[src/rtl/uart_core.sv]
// uart_core: full-duplex UART with independent tx/rx tick dividers and a mid-bit oversampling receiver.
// Defining UART_CORE_PARITY_EN adds an optional parity bit selected by the PARITY parameter.
module uart_core #(
  parameter int CLOCK_DIVIDE = 13,
  parameter int OVERSAMPLE   = 16,
  parameter int DATA_BITS    = 8,
  parameter int STOP_BITS    = 1,
  parameter int PARITY       = 0
) (
  input  logic                 clk,
  input  logic                 rst_n,
  input  logic                 rx,
  output logic                 tx,
  input  logic                 tx_valid,
  input  logic [DATA_BITS-1:0] tx_data,
  output logic                 tx_ready,
  output logic                 rx_valid,
  output logic [DATA_BITS-1:0] rx_data,
  output logic                 rx_frame_err,
  output logic                 rx_parity_err,
  output logic                 tx_busy,
  output logic                 rx_busy
);
  localparam int DIV_W = (CLOCK_DIVIDE > 1) ? $clog2(CLOCK_DIVIDE) : 1;
  localparam int OS_W  = $clog2(OVERSAMPLE);
  localparam int CNT_W = 4;
  localparam logic [DIV_W-1:0] DIV_LAST  = DIV_W'(CLOCK_DIVIDE - 1);
  localparam logic [OS_W-1:0]  OS_LAST   = OS_W'(OVERSAMPLE - 1);
  localparam logic [OS_W-1:0]  OS_HALF   = OS_W'(OVERSAMPLE / 2 - 1);
  localparam logic [CNT_W-1:0] DATA_LAST = CNT_W'(DATA_BITS - 1);
  localparam logic [CNT_W-1:0] STOP_LAST = CNT_W'(STOP_BITS - 1);

`ifdef UART_CORE_PARITY_EN
  localparam bit PAR_ON = (PARITY == 1) || (PARITY == 2);
  typedef enum logic [2:0] {TX_IDLE, TX_START, TX_DATA, TX_PARITY, TX_STOP} tx_state_t;
  typedef enum logic [2:0] {RX_IDLE, RX_START, RX_DATA, RX_PARITY, RX_STOP, RX_WAIT_HIGH} rx_state_t;

  function automatic logic parity_of(input logic [DATA_BITS-1:0] d);
    return (PARITY == 2) ? ~(^d) : ^d;
  endfunction
`else
  typedef enum logic [2:0] {TX_IDLE, TX_START, TX_DATA, TX_STOP} tx_state_t;
  typedef enum logic [2:0] {RX_IDLE, RX_START, RX_DATA, RX_STOP, RX_WAIT_HIGH} rx_state_t;
`endif

  tx_state_t            tx_state, tx_next;
  logic [DIV_W-1:0]     tx_div;
  logic [OS_W-1:0]      tx_os;
  logic [CNT_W-1:0]     tx_cnt;
  logic [DATA_BITS-1:0] tx_shift;
  logic                 tx_tick, tx_bit_end, tx_d;
`ifdef UART_CORE_PARITY_EN
  logic                 tx_par;
`endif

  assign tx_tick    = (tx_div == '0);
  assign tx_bit_end = tx_tick && (tx_os == OS_LAST);
  assign tx_ready   = (tx_state == TX_IDLE);
  assign tx_busy    = (tx_state != TX_IDLE);

  // tx is registered from the next state so the serial line never glitches
  always_comb begin
    tx_next = tx_state;
    tx_d    = 1'b1;
    case (tx_state)
      TX_IDLE:  if (tx_valid) tx_next = TX_START;
      TX_START: if (tx_bit_end) tx_next = TX_DATA;
      TX_DATA:
        if (tx_bit_end && (tx_cnt == DATA_LAST)) begin
`ifdef UART_CORE_PARITY_EN
          tx_next = PAR_ON ? TX_PARITY : TX_STOP;
`else
          tx_next = TX_STOP;
`endif
        end
`ifdef UART_CORE_PARITY_EN
      TX_PARITY: if (tx_bit_end) tx_next = TX_STOP;
`endif
      TX_STOP:  if (tx_bit_end && (tx_cnt == STOP_LAST)) tx_next = TX_IDLE;
      default:  tx_next = TX_IDLE;
    endcase
    case (tx_next)
      TX_START:  tx_d = 1'b0;
      TX_DATA:   tx_d = ((tx_state == TX_DATA) && tx_bit_end) ? tx_shift[1] : tx_shift[0];
`ifdef UART_CORE_PARITY_EN
      TX_PARITY: tx_d = tx_par;
`endif
      default:   tx_d = 1'b1;
    endcase
  end

  always_ff @(posedge clk or negedge rst_n) begin
    if (!rst_n) begin
      tx_state <= TX_IDLE;
      tx       <= 1'b1;
      tx_div   <= DIV_LAST;
      tx_os    <= '0;
      tx_cnt   <= '0;
      tx_shift <= '0;
`ifdef UART_CORE_PARITY_EN
      tx_par   <= 1'b0;
`endif
    end else begin
      tx_state <= tx_next;
      tx       <= tx_d;
      if (tx_state == TX_IDLE) begin
        tx_div <= DIV_LAST;
        tx_os  <= '0;
        tx_cnt <= '0;
        if (tx_valid) begin
          tx_shift <= tx_data;
`ifdef UART_CORE_PARITY_EN
          tx_par   <= parity_of(tx_data);
`endif
        end
      end else begin
        tx_div <= tx_tick ? DIV_LAST : tx_div - DIV_W'(1);
        if (tx_tick) tx_os <= tx_bit_end ? '0 : tx_os + OS_W'(1);
        if (tx_bit_end) begin
          tx_cnt <= (tx_next != tx_state) ? '0 : tx_cnt + CNT_W'(1);
          if (tx_state == TX_DATA) tx_shift <= tx_shift >> 1;
        end
      end
    end
  end

  rx_state_t            rx_state, rx_next;
  logic                 rx_meta, rx_sync;
  logic [DIV_W-1:0]     rx_div;
  logic [OS_W-1:0]      rx_os;
  logic [CNT_W-1:0]     rx_cnt;
  logic [DATA_BITS-1:0] rx_shift;
  logic                 rx_tick, rx_sample;
`ifdef UART_CORE_PARITY_EN
  logic                 rx_par_bit;
`else
  assign rx_parity_err = 1'b0;
`endif

  // the start bit is sampled half a bit in, every later bit one full bit after that
  assign rx_tick   = (rx_div == '0);
  assign rx_sample = rx_tick && (rx_os == ((rx_state == RX_START) ? OS_HALF : OS_LAST));
  assign rx_busy   = (rx_state != RX_IDLE);

  always_comb begin
    rx_next = rx_state;
    case (rx_state)
      RX_IDLE:  if (!rx_sync) rx_next = RX_START;
      RX_START: if (rx_sample) rx_next = rx_sync ? RX_IDLE : RX_DATA;
      RX_DATA:
        if (rx_sample && (rx_cnt == DATA_LAST)) begin
`ifdef UART_CORE_PARITY_EN
          rx_next = PAR_ON ? RX_PARITY : RX_STOP;
`else
          rx_next = RX_STOP;
`endif
        end
`ifdef UART_CORE_PARITY_EN
      RX_PARITY: if (rx_sample) rx_next = RX_STOP;
`endif
      RX_STOP:      if (rx_sample) rx_next = rx_sync ? RX_IDLE : RX_WAIT_HIGH;
      RX_WAIT_HIGH: if (rx_sync) rx_next = RX_IDLE;
      default:      rx_next = RX_IDLE;
    endcase
  end

  always_ff @(posedge clk or negedge rst_n) begin
    if (!rst_n) begin
      rx_meta      <= 1'b1;
      rx_sync      <= 1'b1;
      rx_state     <= RX_IDLE;
      rx_div       <= DIV_LAST;
      rx_os        <= '0;
      rx_cnt       <= '0;
      rx_shift     <= '0;
      rx_valid     <= 1'b0;
      rx_data      <= '0;
      rx_frame_err <= 1'b0;
`ifdef UART_CORE_PARITY_EN
      rx_par_bit    <= 1'b0;
      rx_parity_err <= 1'b0;
`endif
    end else begin
      rx_meta  <= rx;
      rx_sync  <= rx_meta;
      rx_state <= rx_next;
      rx_valid <= 1'b0;
      if ((rx_state == RX_IDLE) || (rx_state == RX_WAIT_HIGH)) begin
        rx_div <= DIV_LAST;
        rx_os  <= '0;
        rx_cnt <= '0;
      end else begin
        rx_div <= rx_tick ? DIV_LAST : rx_div - DIV_W'(1);
        if (rx_tick) rx_os <= rx_sample ? '0 : rx_os + OS_W'(1);
        if (rx_sample) begin
          rx_cnt <= (rx_next != rx_state) ? '0 : rx_cnt + CNT_W'(1);
          if (rx_state == RX_DATA) rx_shift <= {rx_sync, rx_shift[DATA_BITS-1:1]};
`ifdef UART_CORE_PARITY_EN
          if (rx_state == RX_PARITY) rx_par_bit <= rx_sync;
`endif
          if (rx_state == RX_STOP) begin
            rx_valid     <= 1'b1;
            rx_data      <= rx_shift;
            rx_frame_err <= !rx_sync;
`ifdef UART_CORE_PARITY_EN
            rx_parity_err <= PAR_ON && (rx_par_bit != parity_of(rx_shift));
`endif
          end
        end
      end
    end
  end
endmodule

[config.mk]
export PLATFORM = sky130hd
export DESIGN_NAME = uart_core
export DESIGN_NICKNAME = d
export VERILOG_FILES = /design/src/rtl/uart_core.sv
export SDC_FILE = /design/constraint.sdc
export NUM_CORES = 1
export LEC_CHECK = 0
export ABC_AREA = 1
export BUFFER_PORTS_ARGS = -buffer_cell sky130_fd_sc_hd__buf_4
export CORE_ASPECT_RATIO = 0.7
export CORE_MARGIN = 2
export CORE_UTILIZATION = 50
export DETAILED_ROUTE_END_ITERATION = 8
export PLACE_DENSITY_LB_ADDON = 0.3
export SLEW_MARGIN = 30
export SYNTH_ARGS = -nofsm -noshare
export SYNTH_HDL_FRONTEND = slang
export SYNTH_SLANG_ARGS = --single-unit
[constraint.sdc]
create_clock -name clk -period 4.22 [get_ports clk]
set_input_delay 0.422 -clock clk [delete_from_list [all_inputs] [get_ports clk]]
set_output_delay 0.422 -clock clk [all_outputs]
set_load 0.005 [all_outputs]
* Yosys cells after proc, flatten, opt, wreduce, memory -nomap -nowiden
Index checks and enable logic that the tools add are counted. Widths: inputs -> output; s select.
Cells by class: $lt $le $gt $ge 0, eq/ne operators 16, $add $sub $neg 6, shift operators 0, muxes and demuxes 39, multipliers 0, div/mod/pow operators 0, reduce and logical (&&, ||, !) cells 23, bitwise gates (word level) 1
Operators by type and width (number):
- $mux 4 | 17
- $mux 8 | 4
- $mux 3 | 10
- $add 4x1->4 const B | 4
- $eq 3x2->1 const B | 5
- $pmux 3 s5 | 1
- $logic_not 4->1 | 3
- $pmux 3 s4 | 1
- $reduce_bool 2->1 | 5
- $eq 3x1->1 const B | 3
- $reduce_and 3->1 | 3
- $eq 4x3->1 const B | 2
- $sub 4x1->4 const B | 2
- $logic_and 1x1->1 | 6
- $logic_not 3->1 | 2
- $ne 3x3->1 | 2
- $reduce_bool 3->1 | 2
- $eq 4x4->1 | 1
- $eq 4x4->1 const B | 1
- $mux 1 | 4
- $eq 3x3->1 const B | 1
- $mux 2 | 1
- $ne 2x2->1 const B | 1
- $pmux 1 s2 | 1
- other kinds (3) | 3
Storage, ports and cells: memories kept 0, memory bits (writable) 0, latch bits 0, bits in read-only memories 0, word-level logic and storage cells 101, bits in registers 59, output and inout bits 15, bits of input ports 12

* Depth between registers and ports, before layout
word-level depth 11, mapped depth 10, mapped depth without buffers 10

* Worst setup path before layout
OpenSTA, ideal clock, no wires.
path type register to register, start point register rx_div[0], end point register rx_shift[7], period minus slack after synthesis 1646 ps, path slack 2574 ps, required time 4099 ps, library setup time 121 ps, arrival 1525 ps, stages on the path, launching flop included 11, buffers on the path 2, cell sequence dfrtp_1 -> inv_1 -> ha_1 -> nand3_2 -> nor2_2 -> nand2_2 -> or2_1 -> buf_6 -> buf_12 -> nand2_2 -> o21ai_2
On the way: word-level cells in the longest chain between the ends 3
RTL lines:
- start, declared | line 129 | logic [DIV_W-1:0] rx_div;
- start signal, assigned | line 193 | rx_div <= rx_tick ? DIV_LAST : rx_div - DIV_W'(1);
- $logic_not 4->1 | line 141 | assign rx_tick = (rx_div == '0);
- $logic_and 1x1->1 | line 142 | assign rx_sample = rx_tick && (rx_os == ((rx_state == RX_START) ? OS_HALF : OS_LAST));
- $reduce_and 3->1 (no source line)
- end signal, assigned | line 197 | if (rx_state == RX_DATA) rx_shift <= {rx_sync, rx_shift[DATA_BITS-1:1]};
- end, declared | line 132 | logic [DATA_BITS-1:0] rx_shift;
No other way between the ends. A chain may end at the register's enable or synchronous reset.

* Worst setup path in the final report
start point register tx_state[1], end point output port tx_ready
On the way: word-level cells in the longest chain between the ends 1
RTL lines:
- start, declared | line 46 | tx_state_t tx_state, tx_next;
- start signal, assigned | line 104 | tx_state <= tx_next;
- $logic_not 3->1 | line 58 | assign tx_ready = (tx_state == TX_IDLE);
- end, declared | line 16 | output logic tx_ready,
No other way between the ends.

==> flow_metrics.env <==
export IMPL_hpwl_um=3420
export IMPL_yosys_warnings=0
export IMPL_ys_ff_latch=59
export IMPL_period_minus_slack_ns=2.19
export IMPL_postCtsSetupBuffers=0
export IMPL_areaGrowthSynthToFinish_pct=14.9
export IMPL_grt_antenna_before_repair=0
export IMPL_finalPower_mw=1.27
export IMPL_port_buffers=25
export IMPL_min_path_type="in -> async"
export IMPL_synth_commonest_cells="79 x nand2_1, 52 x dfrtp_1, 35 x inv_1, 27 x nand3_1, 27 x nor2_1"
export IMPL_grt_pass1_vias=2097
export IMPL_grt_max_degree=60
export IMPL_ios=27
export IMPL_drt_iter0_markers=181
export IMPL_crit_path_cell_trace="nor2_1, nand2_1, inv_1, buf_4"
export IMPL_yosysSeqAreaShare=0.531
export IMPL_yosysMostFrequentCell="nand2_1"
export IMPL_vias=2140
export IMPL_grt_pass1_wl_um=9180
export IMPL_p_per_area_mw_per_mm2=396
export IMPL_place_gp_congestion=0.878
export IMPL_die_area_mm2=0.00622
export IMPL_async_flop_share=1.00
export IMPL_clock_root_buffer="clkbuf_8"
export IMPL_cp_slowest_cell="inv_1"
export IMPL_fin_nets=367
export IMPL_drt_vias_per_instance=5.04
export IMPL_grtUsageTotal=0.192
export IMPL_core_area_mm2=0.00531
export IMPL_nFillCells=456
export IMPL_finalCritPeriodShare=0.520
export IMPL_htreeDepth=3
export IMPL_syn_inst=319
export IMPL_drive_above_1_share=0.204
export IMPL_ctsHoldBuffers=0
export IMPL_setup_tns_ns=0
export IMPL_rsz0062_at_grt="no"
export IMPL_cts_tree="done"
export IMPL_cap_violations=0
export IMPL_hold_violations=0
export IMPL_cts_resized=0
export IMPL_yosys_area_top_type="dfrtp_1"
export IMPL_synth_edf_count=0
export IMPL_maxSlewHeadroom=0.520
export IMPL_worst_setup_path_end_kind="primary output"
export IMPL_synth_cell_types=30
export IMPL_num_antenna_cells=0
export IMPL_clock_latency_ns=0.34
export IMPL_wl_um=4950
export IMPL_p_leak_nw=1.59
export IMPL_max_stage_delay_ns=0.42
export IMPL_num_rows=22
export IMPL_worst_hold_slack_ns=0.142
export IMPL_drv_slew=0
export IMPL_die_y_um=66.6
export IMPL_yosys_top_cells_area="dfrtp_1 47%, nand2_1 11%, dfstp_2 6.6%"
export IMPL_setup_viol=0
export IMPL_drt_pass1_iter_count=4
export IMPL_drc=0
export IMPL_syn_area_mm2=0.00280
export IMPL_antenna_left=0
export IMPL_critPathKind="reg -> out"
export IMPL_die_width_um=93.4
export IMPL_ir_drop_v=0.000243
export IMPL_critical_path_arrival_ns=1.77
export IMPL_post_drt_wl_per_cell_um=11.6
export IMPL_overflow=0
export IMPL_fmax_mhz=456
export IMPL_cts_sinks=59
export IMPL_clockBufferDepth=2
export IMPL_yosys_most_used_dff="dfrtp_1"
export IMPL_netlist_area_leader_share=0.465
export IMPL_critPathLaunchType="flop"
export IMPL_tightest_slew_ns=0.721
export IMPL_skew_ns=0.00836
export IMPL_syn_avg_cell_area_um2=8.77
export IMPL_crit_required_ns=3.80
export IMPL_status="finished clean"
export IMPL_numCtsBuffers=9
export IMPL_clk_pin_slew_ns=0.07
export IMPL_start_util=0.526
export IMPL_cp_max_fo=15
## registers in the layout, indices dropped and copies added, names as in the netlist, 3 cells and up
name / cells
rx_os: 4
tx_os: 4
rx_data: 8
rx_div: 4
tx_state: 3
rx_cnt: 4
rx_state: 3
tx_cnt: 4
tx_div: 4
tx_shift: 8
rx_shift: 8
## worst max-delay path: cells and delay by family, from the launching register on
family	cells	cell delay [ns]
flops	1	0.39
simple gates	2	0.43
buf+inv	2	0.60
## logic make-up after synthesis
| logic type | after synthesis | share of synthesized area |
|---|---|---|
| xor gates and xnor gates | 6 | 0.0188 |
| DFF | 59 | 0.531 |
| and+or+nand+nor | 158 | 0.251 |
| other | 1 | 0.00134 |
| AOI/OAI and AO/OA | 43 | 0.0935 |
| adders and majority gates | 7 | 0.0313 |
| buffers and inverters | 45 | 0.0729 |
## metrics by stage
step,cell area (um2),cells,utilization,worst slack [ns]
finish,3210,425,0.605,2.03
global route,3210,425,0.605,1.84
CTS,3210,425,0.605,2.01
detailed placement,3010,409,0.567,2.22
global placement,3010,409,0.567,2.32
floorplan,2800,320,-,2.57
## cell type report
class / instances / area (um2) / share of cell area
tap: 72 / 90.1 / 0.0280
timing repair buffer: 25 / 188 / 0.0584
multi-input combinational: 216 / 1110 / 0.346
clock inverter: 6 / 63.8 / 0.0199
sequential: 59 / 1490 / 0.462
clock buffer: 10 / 138 / 0.0428
inverter: 37 / 139 / 0.0432
## path summary, 6_finish.rpt
path | to | slack (ns) | cells past startpoint | startpoint
min in group clk | rx_meta$_DFF_PN1_ | 0.19 | 1 | rx
max reg2reg | tx_cnt[0]$_DFFE_PN0P_ | 2.18 | 9 | tx_state[1]$_DFF_PN0_
max in group asynchronous | rx_shift[0]$_DFFE_PN0P_ | 3.60 | 1 | rst_n
max | tx_ready | 2.03 | 4 | tx_state[1]$_DFF_PN0_
min reg2reg | rx_sync$_DFF_PN1_ | 0.36 | 0 | rx_meta$_DFF_PN1_
min | rx_valid$_DFF_PN0_ | 0.14 | 1 | rst_n
## placed cells by master, fill, tap and decap left out, types with 3 or more instances in the layout
cell type / Yosys / layout
nor2_1: 27 / 27
nand3_1: 27 / 27
o21a_1: 3 / 3
o21ai_2: 8 / 8
nor3_1: 4 / 4
ha_1: 7 / 7
inv_1: 35 / 35
a31oi_1: 7 / 7
clkbuf_8: 0 / 10
nand2_1: 79 / 79
dfstp_2: 7 / 7
a21oi_1: 9 / 9
nand3_2: 3 / 3
dfrtp_1: 52 / 52
nor2_2: 3 / 3
o21ai_0: 14 / 14
xor2_1: 4 / 4
nand2_2: 7 / 7
nand4_1: 5 / 5
buf_4: 2 / 25
## where the power goes
| group | switching [mW] | internal, mW | total [mW] | leakage [nW] |
|---|---|---|---|---|
| Combinational | 0.0725 | 0.0497 | 0.122 | 0.749 |
| Clock | 0.223 | 0.288 | 0.512 | 0.0987 |
| Sequential | 0.0244 | 0.615 | 0.639 | 0.745 |
## metal layers
metal	vias to the layer above	track usage	share of wire
li1	1083	-	-
met1	1001	0.264	0.51
met2	52	0.283	0.43
met3	4	0.0679	0.054
met4	0	0.0625	0.0069
met5	-	0	0
Power figures use the tool's default switching activity.
